**config.mk**
```make
export PLATFORM = sky130hd
export DESIGN_NAME = data_mem_2p
export DESIGN_NICKNAME = d
export VERILOG_FILES = /design/src/rtl/data_mem_2p.sv
export SDC_FILE = /design/constraint.sdc
export NUM_CORES = 2
export LEC_CHECK = 0
export CAP_MARGIN = 20
export CORE_MARGIN = 2
export CORE_UTILIZATION = 45
export DETAILED_ROUTE_END_ITERATION = 8
export GPL_TIMING_DRIVEN = 0
export SLEW_MARGIN = 40
export SYNTH_ARGS = -nofsm -noshare
export SYNTH_HDL_FRONTEND = slang
export SYNTH_SLANG_ARGS = --single-unit
```
**constraint.sdc**
```tcl
create_clock -name clk -period 8.85 [get_ports clk]
set_input_delay 1.77 -clock clk [delete_from_list [all_inputs] [get_ports clk]]
set_output_delay 1.77 -clock clk [all_outputs]
set_load 0.01 [all_outputs]
```
**src/rtl/data_mem_2p.sv**
```systemverilog
// Simple-dual-port data memory with registered reads, a valid flag and a
// built-in clear sequencer that zeroes every word after reset or on request.
module data_mem_2p #(
    parameter int DATA_W   = 8,
    parameter int ADDR_W   = 8,
    parameter int WR_FIRST = 0
) (
    input  logic              clk,
    input  logic              rst,
    input  logic              clr,
    output logic              ready,
    input  logic              wr_en,
    input  logic [ADDR_W-1:0] wr_addr,
    input  logic [DATA_W-1:0] wr_data,
    input  logic              rd_en,
    input  logic [ADDR_W-1:0] rd_addr,
    output logic [DATA_W-1:0] rd_data,
    output logic              rd_valid
);

    localparam int DEPTH = 2 ** ADDR_W;
    // cnt_r carries one extra bit so the terminal compare never wraps
    localparam logic [ADDR_W:0] CNT_ZERO = {(ADDR_W + 1){1'b0}};
    localparam logic [ADDR_W:0] CNT_ONE  = {{ADDR_W{1'b0}}, 1'b1};
    localparam logic [ADDR_W:0] CNT_LAST = {1'b0, {ADDR_W{1'b1}}};
    localparam logic [DATA_W-1:0] DATA_ZERO = {DATA_W{1'b0}};

    typedef enum logic [0:0] {
        ST_CLEAR = 1'b0,
        ST_READY = 1'b1
    } state_t;

    state_t            state_r;
    logic [ADDR_W:0]   cnt_r;
    logic [DATA_W-1:0] mem_r [DEPTH];

    logic              wr_acc_s;
    logic              rd_acc_s;
    logic              mem_we_s;
    logic [ADDR_W-1:0] mem_waddr_s;
    logic [DATA_W-1:0] mem_wdata_s;
    logic [DATA_W-1:0] rd_word_s;

    // Port acceptance: accesses are honoured only in READY and never under rst
    always_comb begin
        wr_acc_s = 1'b0;
        rd_acc_s = 1'b0;
        if (!rst && (state_r == ST_READY)) begin
            wr_acc_s = wr_en;
            rd_acc_s = rd_en;
        end else begin
            wr_acc_s = 1'b0;
            rd_acc_s = 1'b0;
        end
    end

    // Single memory write port shared by the clear sweep and the user port
    always_comb begin
        mem_we_s    = 1'b0;
        mem_waddr_s = wr_addr;
        mem_wdata_s = wr_data;
        if (rst) begin
            mem_we_s = 1'b0;
        end else if (state_r == ST_CLEAR) begin
            mem_we_s    = 1'b1;
            mem_waddr_s = cnt_r[ADDR_W-1:0];
            mem_wdata_s = DATA_ZERO;
        end else begin
            mem_we_s = wr_acc_s;
        end
    end

    // Read word selection including the read-during-write bypass
    always_comb begin
        rd_word_s = mem_r[rd_addr];
        if ((WR_FIRST != 0) && wr_acc_s && (wr_addr == rd_addr)) begin
            rd_word_s = wr_data;
        end else begin
            rd_word_s = mem_r[rd_addr];
        end
    end

    // Storage array, written only on the clock edge
    always_ff @(posedge clk) begin
        if (mem_we_s) begin
            mem_r[mem_waddr_s] <= mem_wdata_s;
        end
    end

    // Clear/ready sequencer and registered read outputs
    always_ff @(posedge clk) begin
        if (rst) begin
            state_r  <= ST_CLEAR;
            cnt_r    <= CNT_ZERO;
            ready    <= 1'b0;
            rd_valid <= 1'b0;
            rd_data  <= DATA_ZERO;
        end else begin
            rd_valid <= rd_acc_s;
            if (rd_acc_s) begin
                rd_data <= rd_word_s;
            end
            case (state_r)
                ST_CLEAR: begin
                    cnt_r <= cnt_r + CNT_ONE;
                    if (cnt_r == CNT_LAST) begin
                        state_r <= ST_READY;
                        ready   <= 1'b1;
                    end
                end
                ST_READY: begin
                    if (clr) begin
                        state_r <= ST_CLEAR;
                        cnt_r   <= CNT_ZERO;
                        ready   <= 1'b0;
                    end
                end
                default: begin
                    state_r <= ST_CLEAR;
                    cnt_r   <= CNT_ZERO;
                    ready   <= 1'b0;
                end
            endcase
        end
    end

    data_mem_2p_chk #(.DATA_W(DATA_W)) u_chk (
        .clk      (clk),
        .rst      (rst),
        .ready    (ready),
        .rd_valid (rd_valid),
        .rd_data  (rd_data)
    );

endmodule

// Output protocol properties of the memory, kept apart from the datapath.
module data_mem_2p_chk #(
    parameter int DATA_W = 8
) (
    input logic              clk,
    input logic              rst,
    input logic              ready,
    input logic              rd_valid,
    input logic [DATA_W-1:0] rd_data
);

    // A cycle without ready can never produce a read result
    no_valid_when_busy: assert property (@(posedge clk) !ready |=> !rd_valid);

    // Reset clears every registered output
    reset_outputs: assert property (@(posedge clk)
        rst |=> (!ready && !rd_valid && (rd_data == {DATA_W{1'b0}})));

endmodule

```
==> flow_metrics.tcl <==
set metrics [dict create \
    grt_usage 0.336 \
    via_per_inst 6.88 \
    maxClockFrequency_mhz 165 \
    path_class "primary input to register" \
    synth_nets 3988 \
    drtIter0Drc 9193 \
    first_pass_iters 6 \
    cts_made_buffers 206 \
    startpoint_type "primary input" \
    grt_first_pass_wirelength_mm 405 \
    hold_viol 0 \
    hp-class "register to register" \
    drive_above_1_share 0.287 \
    h-tree-depth 4 \
    die-area_mm2 0.183 \
    routabilityCongestion 0.994 \
    setup_ws_ps 2780 \
    leakage_uw 0.0294 \
    rsz0062_at_grt "false" \
    crit_arrival_ps 6870 \
    ys_types 67 \
    syn-cell-area_mm2 0.0809 \
    drt_wl_total_mm 311 \
    cpMostUsedCell "buf_2" \
    wire_per_inst_um 45.7 \
    slowest_delay_ps 800 \
    ioPinCount 39 \
    drc 0 \
    cp-end-kind "register" \
    power_switching_share 0.231 \
    yosysWarnings 0 \
    root_buffer "clkbuf_16" \
    dp_hpwl_mm 207 \
    synthesis.instances 3957 \
    dieWidth_um 428 \
    ant_nets 0 \
    critPathMaxFanout 10 \
    cp_slowest_cell "buf_2" \
    fin_nets 4301 \
    async_reset_ff_frac 0 \
    start_util 0.453 \
    synth_seq_cells 2068 \
    grt-ovfl-total 0 \
    clockBufferDepth 3 \
    cts_resized 0 \
    crit_family "buffers and inverters" \
    cts_tree "yes" \
    preCtsSetupSlack_ps 2070 \
    worstPathCellList "clkdlybuf4s50_1 > buf_4 > buf_4 > buf_2 > buf_2 > buf_2 > a21oi_1 > nor3_1 > nor4_1 > nor3_1 > a211o_1" \
    status "completed" \
    setup_viol 0 \
    drv_slew 0 \
    skew_ps 69.7 \
    p_total_uw 21000 \
    period_share 0.686 \
    period_minus_slack_ps 6070 \
    intPower_uw 16200 \
    cts-hold-fix-buffers 0 \
    clkLatencyLatePin_ps 860 \
    via_count 46900 \
    post-cts-setup-buffers 0 \
    combinationalPowerShare 0.069 \
    mostFrequentLayoutCells "edfxtp_1, mux4_2, nor2_2" \
    cp_num_buf_inv 6 \
    coreArea_mm2 0.179 \
    rows 155 \
    fillers 13900 \
    cap_violations 0 \
    final_common_cell "edfxtp_1" \
    synthToLayoutAreaGrowth_pct 15.4 \
    p_sw_uw 4870 \
    syn_area_per_cell_um2 20.4 \
    clock-sinks 2068 \
    power.density_mw_per_mm2 225 \
    antenna_found_initial 21 \
    relSlewSlack 0.336 \
    clock_power_share 0.419 \
    die_h_um 428 \
    tightest_slew_ps 989 \
    grt_max_degree 61 \
    synth_edf_count 2048 \
    ys_seq_area_frac 0.765 \
    required_ps 9650 \
    p_seq_frac 0.512 \
    port_buffers 32 \
    synth_flop_cell "edfxtp_1" \
    peakVddDrop_mv 0.153 \
    grt_pass1_vias 43400 \
    clk_pin_slew_ps 70 \
]
==> worst register-to-register path, stage by stage (launching register included) <==
cell      delay, ps
dfxtp_1         330
clkbuf_1        330
nor2_1          200
clkbuf_1        290
o31ai_2         730
nand3_1         680
clkbuf_1        490
nor2_2          750
==> registers in the layout, summed over array words and instances (netlist names) <==
name	cells
cnt_r	9
ready	1
rd_data	8
state_r	1
rd_valid	1
mem_r	2048
==> power by group through the flow <==
| stage | Combinational [uW] | Sequential [uW] | Clock (uW) |
|---|---|---|---|
| after floorplan | 613 | 11000 | 0 |
| after CTS | 1380 | 10800 | 8770 |
| after global placement | 1260 | 11100 | 0 |
| after global routing | 1430 | 10800 | 9140 |
| after detailed placement | 1380 | 11000 | 0 |
| final | 1460 | 10800 | 8810 |
==> cell families (layout without fill, tap and decap cells) <==
| group | count (synthesis) | after routing | synth area share |
|---|---|---|---|
| DFF | 2068 | 2068 | 0.765 |
| muxes | 655 | 655 | 0.149 |
| and+or+nand+nor | 594 | 594 | 0.0322 |
| AOI/OAI and AO/OA | 394 | 394 | 0.0340 |
| buffers and inverters | 244 | 729 | 0.0195 |
| adders and majority gates | 2 | 2 | 0.000309 |
| other | 0 | 13 | 0 |
==> cell type report <==
class	count	area, um^2	area share
Buffer	235	1670	0.0179
Clock buffer	269	5520	0.0591
Clock inverter	111	1140	0.0122
Multi-Input combinational cell	1645	18200	0.195
Inverter	9	33.8	0.000362
Timing Repair Buffer	105	1890	0.0203
Sequential cell	2068	61900	0.663
Tap cell	2355	2950	0.0316
Antenna cell	13	32.5	0.000348
==> final timing paths <==
path	start	to	slack (ps)	cells after the start
worst max-delay path	rd_addr[2]	rd_data[2]	2780	11
worst min register to register	ready	ready	460	2
worst min-delay path	ready	ready	460	2
worst max register to register	state_r	mem_r[199][7]	4660	7
==> per-layer routing <==
layer	global-route usage	up-vias	part of all wire
li1	-	17200	-
met2	0.486	4181	0.43
met3	0.120	877	0.15
met5	0	-	0.000035
met4	0.200	2	0.075
met1	0.439	24700	0.35
==> per-stage QoR <==
| stage | util | hold WS (ps) | setup TNS, ps | cells | instance area [um^2] |
|---|---|---|---|---|---|
| 2_1_floorplan | - | 481 | 0 | 3957 | 80900 |
| 3_3_place_gp | 0.471 | 451 | -4465140 | 6344 | 84200 |
| 3_5_place_dp | 0.485 | 459 | 0 | 6416 | 86600 |
| 4_1_cts | 0.522 | 468 | 0 | 6796 | 93200 |
| 5_1_grt | 0.522 | 485 | 0 | 6798 | 93300 |
| 6_report | 0.523 | 464 | 0 | 6810 | 93300 |
==> cell usage after synthesis, types with 9 or more instances <==
| cell type | n | area share |
|---|---|---|
| a31oi_1 | 15 | 0.0012 |
| nand3_1 | 56 | 0.0035 |
| nand3b_1 | 16 | 0.0015 |
| a22oi_1 | 61 | 0.0057 |
| or3_1 | 9 | 0.00070 |
| nor2_1 | 305 | 0.014 |
| a211oi_1 | 9 | 0.00083 |
| buf_6 | 43 | 0.0060 |
| dfxtp_1 | 20 | 0.0049 |
| and3_1 | 9 | 0.00070 |
| mux2i_1 | 208 | 0.026 |
| and2_1 | 15 | 0.0012 |
| buf_2 | 44 | 0.0027 |
| buf_1 | 9 | 0.00042 |
| edfxtp_1 | 2048 | 0.76 |
| mux4_2 | 439 | 0.12 |
| a21oi_1 | 81 | 0.0050 |
| clkbuf_1 | 95 | 0.0044 |
| nor4_1 | 11 | 0.00085 |
| o21ai_0 | 36 | 0.0022 |
| buf_4 | 32 | 0.0030 |
| nor3_1 | 30 | 0.0019 |
| nand2b_1 | 9 | 0.00070 |
| nand2_1 | 111 | 0.0051 |
| o221ai_1 | 71 | 0.0077 |
| o22ai_1 | 50 | 0.0039 |
Power figures use the tool's default switching activity.
